===== config.mk =====
export PLATFORM = sky130hd
export DESIGN_NAME = circle_octant_plotter
export DESIGN_NICKNAME = d
export VERILOG_FILES = /design/src/rtl/circle_octant_plotter.sv
export SDC_FILE = /design/constraint.sdc
export NUM_CORES = 1
export LEC_CHECK = 0
export ABC_AREA = 1
export CAP_MARGIN = 20
export CORE_UTILIZATION = 50
export CTS_BUF_LIST = sky130_fd_sc_hd__clkbuf_16
export CTS_CLUSTER_SIZE = 40
export DETAILED_ROUTE_END_ITERATION = 12
export GPL_TIMING_DRIVEN = 0
export PLACE_DENSITY = 0.73
export RECOVER_POWER = 100
export SETUP_SLACK_MARGIN = 0.5
export SYNTH_ARGS = -nofsm -noshare
export SYNTH_HDL_FRONTEND = slang
export SYNTH_SLANG_ARGS = --single-unit

===== constraint.sdc =====
create_clock -name clk -period 3.8 [get_ports clk]
set_input_delay 0.76 -clock clk [delete_from_list [all_inputs] [get_ports clk]]
set_output_delay 0.76 -clock clk [all_outputs]
set_load 0.005 [all_outputs]

===== src/rtl/circle_octant_plotter.sv =====
// Midpoint circle outline engine driving the lab framebuffer pixel-write port, one octant slot per cycle.
// Optional build macro CLEAR_SCREEN_EN: blank the whole screen to colour 0 before each outline.
module circle_octant_plotter #(
    parameter int SCREEN_W = 160,
    parameter int SCREEN_H = 120,
    parameter int XW       = 8,
    parameter int YW       = 7,
    parameter int RW       = 8,
    parameter int CW       = 3
) (
    input  logic          clk,
    input  logic          rst_n,
    input  logic          start,
    input  logic [CW-1:0] colour,
    input  logic [XW-1:0] centre_x,
    input  logic [YW-1:0] centre_y,
    input  logic [RW-1:0] radius,
    input  logic [7:0]    octant_mask,
    output logic          done,
    output logic [XW-1:0] vga_x,
    output logic [YW-1:0] vga_y,
    output logic [CW-1:0] vga_colour,
    output logic          vga_plot
);
    localparam int AW  = ((XW > YW) ? ((XW > RW) ? XW : RW) : ((YW > RW) ? YW : RW)) + 2;
    // crit swings to roughly +/-2*radius, so it gets extra headroom over the coordinates
    localparam int CRW = AW + 2;

    localparam logic [1:0] S_IDLE  = 2'd0;
    localparam logic [1:0] S_PLOT  = 2'd1;
    localparam logic [1:0] S_DONE  = 2'd2;
`ifdef CLEAR_SCREEN_EN
    localparam logic [1:0] S_CLEAR = 2'd3;
`endif

    localparam logic signed [AW-1:0]  ONE    = AW'(1);
    localparam logic signed [CRW-1:0] CR_ONE = CRW'(1);
    localparam logic signed [AW-1:0]  SW     = AW'(SCREEN_W);
    localparam logic signed [AW-1:0]  SH     = AW'(SCREEN_H);

    logic [1:0]            state;
    logic [CW-1:0]         col;
    logic [XW-1:0]         cx;
    logic [YW-1:0]         cy;
    logic [7:0]            mask;
    logic signed [AW-1:0]  ox, oy;
    logic signed [CRW-1:0] crit;
    logic [2:0]            oct;

`ifdef CLEAR_SCREEN_EN
    logic [XW-1:0] clr_x;
    logic [YW-1:0] clr_y;
`endif

    logic signed [AW-1:0]  cxs, cys, px, py, ox_n, oy_n;
    logic signed [CRW-1:0] crit_n;
    logic                  plot_en, finish, crit_pos;

    assign cxs = signed'({{(AW-XW){1'b0}}, cx});
    assign cys = signed'({{(AW-YW){1'b0}}, cy});

    always_comb begin
        px = cxs + ox;
        py = cys + oy;
        case (oct)
            3'd0: begin px = cxs + ox; py = cys + oy; end
            3'd1: begin px = cxs + oy; py = cys + ox; end
            3'd2: begin px = cxs - oy; py = cys + ox; end
            3'd3: begin px = cxs - ox; py = cys + oy; end
            3'd4: begin px = cxs - ox; py = cys - oy; end
            3'd5: begin px = cxs - oy; py = cys - ox; end
            3'd6: begin px = cxs + oy; py = cys - ox; end
            default: begin px = cxs + ox; py = cys - oy; end
        endcase
        plot_en = mask[oct] && !px[AW-1] && (px < SW) && !py[AW-1] && (py < SH);
    end

    always_comb begin
        crit_pos = !crit[CRW-1] && (crit != '0);
        oy_n     = oy + ONE;
        ox_n     = crit_pos ? (ox - ONE) : ox;
        crit_n   = crit_pos ? (crit + ((CRW'(oy_n) - CRW'(ox_n)) <<< 1) + CR_ONE)
                            : (crit + (CRW'(oy_n) <<< 1) + CR_ONE);
        finish   = (oy_n > ox_n);
    end

    always_ff @(posedge clk or negedge rst_n) begin
        if (!rst_n) begin
            state      <= S_IDLE;
            col        <= '0;
            cx         <= '0;
            cy         <= '0;
            mask       <= '0;
            ox         <= '0;
            oy         <= '0;
            crit       <= '0;
            oct        <= '0;
            done       <= 1'b0;
            vga_x      <= '0;
            vga_y      <= '0;
            vga_colour <= '0;
            vga_plot   <= 1'b0;
`ifdef CLEAR_SCREEN_EN
            clr_x      <= '0;
            clr_y      <= '0;
`endif
        end else begin
            case (state)
                S_IDLE: begin
                    vga_plot <= 1'b0;
                    if (start) begin
                        col   <= colour;
                        cx    <= centre_x;
                        cy    <= centre_y;
                        mask  <= octant_mask;
                        ox    <= signed'({{(AW-RW){1'b0}}, radius});
                        oy    <= '0;
                        crit  <= CR_ONE - signed'({{(CRW-RW){1'b0}}, radius});
                        oct   <= '0;
`ifdef CLEAR_SCREEN_EN
                        clr_x <= '0;
                        clr_y <= '0;
                        state <= S_CLEAR;
`else
                        state <= S_PLOT;
`endif
                    end
                end
`ifdef CLEAR_SCREEN_EN
                S_CLEAR: begin
                    vga_x      <= clr_x;
                    vga_y      <= clr_y;
                    vga_colour <= '0;
                    vga_plot   <= 1'b1;
                    if (clr_x == XW'(SCREEN_W - 1)) begin
                        clr_x <= '0;
                        if (clr_y == YW'(SCREEN_H - 1)) state <= S_PLOT;
                        else clr_y <= clr_y + 1'b1;
                    end else begin
                        clr_x <= clr_x + 1'b1;
                    end
                end
`endif
                S_PLOT: begin
                    vga_x      <= px[XW-1:0];
                    vga_y      <= py[YW-1:0];
                    vga_colour <= col;
                    vga_plot   <= plot_en;
                    oct        <= oct + 3'd1;
                    if (oct == 3'd7) begin
                        ox   <= ox_n;
                        oy   <= oy_n;
                        crit <= crit_n;
                        if (finish) state <= S_DONE;
                    end
                end
                S_DONE: begin
                    // done is raised one cycle after entry so it lines up after the last registered pixel
                    vga_plot <= 1'b0;
                    if (!done) begin
                        done <= 1'b1;
                    end else if (!start) begin
                        done  <= 1'b0;
                        state <= S_IDLE;
                    end
                end
                default: state <= S_IDLE;
            endcase
        end
    end
endmodule

== Yosys cells after proc, flatten, opt, wreduce, memory -nomap -nowiden ==
Cells that the tools add are included.

* Register bits: 83
* Bits of input ports: 37
* Logic and storage cells: 99

* Add/subtract/negate cells: 17
* Magnitude comparators: 4
* Eq/ne operators: 14
* Multiplexer cells: 26
* Reductions and logical operators: 24

{| class="wikitable"
|+ Operators with widths
! kind !! count
|-
| one-hot mux 10 bit (3 select lines) || 2
|-
| 2-to-1 mux 10 bit || 5
|-
| one-hot mux 10 bit (2 select lines) || 2
|-
| 2-to-1 mux 12 bit || 3
|-
| adder 12 x 2 -> 12 bit, second input constant || 2
|-
| one-hot mux 12 bit (2 select lines) || 1
|-
| adder 8 x 10 -> 10 bit || 2
|-
| adder 9 x 10 -> 10 bit || 2
|-
| subtractor 8 x 10 -> 10 bit || 2
|-
| subtractor 9 x 10 -> 10 bit || 2
|-
| OR reduction 2 bit || 7
|-
| adder 12 x 11 -> 12 bit || 1
|-
| adder 12 bit || 1
|-
| == test 3 bit, second input constant || 4
|-
| nonzero test 12 bit || 1
|-
| subtractor 10 x 10 -> 11 bit || 1
|-
| adder 10 x 2 -> 10 bit, second input constant || 1
|-
| > comparator 10 bit || 1
|-
| < comparator 10 x 8 -> 1 bit, second input constant || 1
|-
| < comparator 10 x 9 -> 1 bit, second input constant || 1
|-
| 2-to-1 mux 2 bit || 5
|-
| inequality test 2 bit, second input constant || 5
|-
| subtractor 10 x 2 -> 10 bit, second input constant || 1
|-
| subtractor 1 x 8 -> 9 bit, first input constant || 1
|-
| 20 further kinds || 31
|}

== Depth between registers and ports, before layout ==
* Depth after elaboration: 9
* Gate-level depth with buffers: 28
* Depth with buffers taken out: 27

== Worst setup path before layout ==
Ideal clock, no wire load.

* Kind: reg-to-reg
* From: register crit[1]
* To: register crit[11]
* Setup time: 0.127 ns
* Arrival: 3.453 ns
* Required time: 3.673 ns
* Slack: 0.220 ns
* Stages on the path, launching flop included: 20
* Path buffers: 1
* Clock period less this slack: 3.580 ns
* Path through: dfrtp_1 nor4_1 nand3_1 nand2_1 buf_2 xor2_1 ha_1 fa_1 o21ai_0 xor2_1 ha_1 nand2_1 or2_2 nand3_1 a21oi_1 a21o_1 nand3_1 nand2_1 nand2_1 a21oi_1

* Cells in the longest elaborated chain, start to end: 9

{| class="wikitable"
|+ Ends and longest elaborated chain
! item !! line !! source
|-
| start, declared || 47 || <nowiki>logic signed [CRW-1:0] crit;</nowiki>
|-
| start signal, assigned || 118 || <nowiki>crit <= CR_ONE - signed'({{(CRW-RW){1'b0}}, radius});</nowiki>
|-
| start signal, assigned || 153 || <nowiki>crit <= crit_n;</nowiki>
|-
| nonzero test 12 bit || 79 || <nowiki>crit_pos = !crit[CRW-1] && (crit != '0);</nowiki>
|-
| logical AND 1 bit || 79 ||
|-
| 2-to-1 mux 10 bit || 81 || <nowiki>ox_n = crit_pos ? (ox - ONE) : ox;</nowiki>
|-
| subtractor 10 x 10 -> 11 bit || 82 || <nowiki>crit_n = crit_pos ? (crit + ((CRW'(oy_n) - CRW'(ox_n)) <<< 1) + CR_ONE)</nowiki>
|-
| adder 12 bit || 82 ||
|-
| adder 12 x 2 -> 12 bit || 82 ||
|-
| 2-to-1 mux 12 bit * || 82 ||
|-
| 2-to-1 mux 12 bit * || 150 || <nowiki>if (oct == 3'd7) begin</nowiki>
|-
| one-hot mux 12 bit (2 select lines) * || 108 || <nowiki>case (state)</nowiki>
|}

Every way passes the cells marked *; elsewhere a longest branch is shown, timed or not. The select of a mux whose other input is x is not followed.
A chain may end at the register's enable or synchronous reset.

== Worst setup path after layout ==
* From: register crit[1]
* To: register crit[10]

Same word-level chain as after synthesis.

==> flow_summary.yaml <==
cells_and_area:
  fillCellCount: 1146
  antenna_cells: 0
  area_growth_syn_to_layout_pct: 33.8
  seqCellArea_mm2: 0.00209
  fin_nets: 1280
  final_cells: 1368
  drive_above_1_share_pct: 21.6
  multi_input_area_mm2: 0.00508
worst_setup_path:
  critPathMaxStageDelay_ns: 0.43
  startpoint: "crit[1]"
  cp-endpoint: "crit[10]"
  path_depth: 20
  startpoint_type: "flip-flop"
  crit_chain: "nor4_4, nand3_2, nand2_4, buf_8, xor2_2, ha_2, fa_2, o21ai_4, a31oi_1, xnor2_1, ha_1, nand2_2, nor3_4, nand2_1, nand4_1, a21oi_1, o21ai_1, nand2_1, nand2_1, a21oi_1"
  end_kind: "flip-flop"
  regToRegSetupSlack_ns: 0.13
  crit_path_max_fanout: 5
  cp_common_cell: "nand2_1"
  r2r-start: "crit[1]"
  crit_family: "simple AND/OR/NAND/NOR gates"
  ff2ff_path_depth: 20
  required_ns: 4.03
  critPathBufInv: 1
  worst-endpoint-arrival_ns: 3.89
  criticalPathCategory: "reg2reg"
  r2r-end: "crit[10]"
  cp_slowest_cell: "dfrtp_2"
sta:
  rsz0062_at_grt: "true"
  setup_viol: 0
  hold_viol: 0
  slew_viol_final: 60
  fin_worst_skew_ns: 0.0100
  max_freq_ghz: 0.273
  tightest_slew_ns: 1.54
  slew_headroom_pct: -2.75
  final.period_utilization_pct: 96.5
  layout_min_cycle_time_ns: 3.67
run_status:
  status: "finished with violations"
  violations: "capacitance limit, slew limit"
clock_tree:
  cts_buffers: 9
  cts_root_buf: "clkbuf_16"
  holdBufCountCts: 0
  clk_pin_slew_ns: 0.07
  tritoncts: "done"
  ctsHtreeMaxLevel: 3
  clock_sinks: 83
  cts_buffer_depth: 2
  clk_latency_ns: 0.36
logic_synthesis:
  synth_edf_count: 0
  yosysWarnings: 0
  ys_types: 49
  ys_top_cells_by_area: "dfrtp_1, nand2_1, ha_1"
  syn_avg_cell_area_um2: 6.78
  yosysTopAreaCell: "dfrtp_1"
  ys.flop_type: "dfrtp_1"
  syn-cell-area_mm2: 0.00709
  synth.most_common_cell: "nand2_1"
  yosysTopAreaCellShare_pct: 29.3
  synth.net_count: 1143
  synthTopCellsByCount: "nand2_1, inv_1, dfrtp_1"
  yosysSeqAreaShare_pct: 29.3
  synth-async-reset-ratio_pct: 100
  synthesis.instances: 1046
  synth-seq-cells: 83
die:
  initial_utilization_pct: 51.1
  rows: 43
  pin_count: 57
  dieArea_mm2: 0.0147
  coreArea_mm2: 0.0139
  die_x_um: 121
  die_h_um: 121
route:
  vias_per_cell: 5.71
  num_vias: 7812
  drt_pass1_iterations: 5
  dr.first_iter.drc_count: 767
  drcViolationCount: 0
  wl_per_cell_um: 17.6
  wl_mm: 24.1
  ant_nets: 0
flow_run:
  timing.max_cap.violations: 1
place:
  place_hpwl_mm: 17.0
  io_buffers: 56
  place.gp.congestion: 0.947
  dp.cells: 1283
global_route:
  antenna_found_initial: 0
  grt_pass1_wl_mm: 37.9
  first_global_vias: 7364
  grt_use_total_pct: 33.8
  grt_overflow: 0
  grt_max_degree: 60
hold_path:
  worstHoldPathType: "reg2reg"
-- cell families after synthesis --
logic type | Yosys count | synth area share (%)
AO/OA/AOI/OAI | 213 | 17.3
adder cells (fa/ha/maj) | 60 | 11.1
flip-flops | 83 | 29.3
AND/OR/NAND/NOR | 501 | 29.8
buffers and inverters | 160 | 8.93
XOR/XNOR | 29 | 3.58
-- layout by cell type (no fill, tap or decap), drive strengths merged, types with 2 or more instances in the layout --
cell type,netlist,routed
ha,55,55
nor3,8,8
and2,2,2
clkinv,1,3
a211oi,4,4
inv,133,137
o211ai,9,9
buf,14,82
o21a,6,6
a21oi,61,61
nand4,18,18
dfrtp,83,83
o221ai,3,3
a221oi,2,2
o31ai,6,6
xor2,19,19
nand3,66,66
o21ai,87,87
o2111ai,2,2
or2,6,6
fa,5,5
nand2,312,312
xnor2,10,10
nand3b,3,3
clkbuf,12,24
a31oi,4,4
nor4,5,5
nor2,81,81
a21o,3,3
clkdlybuf4s50,0,54
o21bai,5,5
o22ai,16,16
-- repair_timing --
action | 4_1_cts | 5_1_grt
setup buffers | 46 | 21
hold endpoints to repair | 0 | 0
resized for setup | 117 | 62
pin swaps | 67 | 48
endpoints found under the setup margin | 19 | 11
cloned | 1 | 1
-- cell type report --
class	count	area share (%)
inverters	134	5.51
clock inverters	7	0.857
clock buffers	9	2.37
well taps	180	2.37
flip-flops and latches	83	22.0
repair buffers	126	11.6
multi-input cells	803	53.5
plain buffers	26	1.73
-- per-stage QoR --
step	setup slack (ns)	instance area, µm²	setup TNS (ns)	hold slack [ns]	util, %
after floorplan	0.507	7160	0	0.442	-
after global placement	-1.20	7940	-100.48	0.448	57.2
after detailed placement	-0.402	7970	-1.26	0.456	57.4
after CTS	0.205	9110	0	0.327	65.6
after global routing	-0.114	9490	-0.321	0.486	68.3
final	0.132	9490	0	0.472	68.3
-- state kept, by name, summed over array words and instances, names as in the netlist --
register    cells
col             3
crit           12
cx              8
cy              7
done            1
mask            8
oct             3
ox             10
oy             10
state           2
vga_colour      3
vga_plot        1
vga_x           8
vga_y           7
-- layer usage --
metal  track usage (%)  up-vias  wire [µm]
met5                 0        -          0
met4              15.4        0       1070
met3              6.06       81       1600
met1              44.6     3664      10500
met2              53.6      307      10900
li1                  -     3760          -
-- worst min path at each step --
| stage | slack (ns) | end | cells after the start | from |
|---|---|---|---|---|
| 4_1_cts | 0.33 | cx[3] | 1 | rst_n |
| 5_1_grt | 0.49 | vga_colour[0] | 2 | col[0] |
| 3_5_place_dp | 0.46 | vga_colour[0] | 2 | col[0] |
| 3_3_place_gp | 0.45 | vga_colour[0] | 2 | col[0] |
| 2_1_floorplan | 0.44 | vga_colour[0] | 2 | col[0] |
| 6_report | 0.47 | vga_colour[1] | 2 | col[1] |
-- worst register-to-register path, cell delays in order (launching register included) --
cell and delay [ns]:
dfrtp_2 0.43, nor4_4 0.33, nand3_2 0.15, nand2_4 0.15, buf_8 0.12, xor2_2 0.06
ha_2 0.21, fa_2 0.39, o21ai_4 0.18, a31oi_1 0.12, xnor2_1 0.15, ha_1 0.33
nand2_2 0.09, nor3_4 0.21, nand2_1 0.10, nand4_1 0.13, a21oi_1 0.08, o21ai_1 0.11
nand2_1 0.07, nand2_1 0.06, a21oi_1 0.07
Power is left out: the tool's default activity adds up to more than one toggle a clock period on the data nets, which glitch-free logic cannot reach.
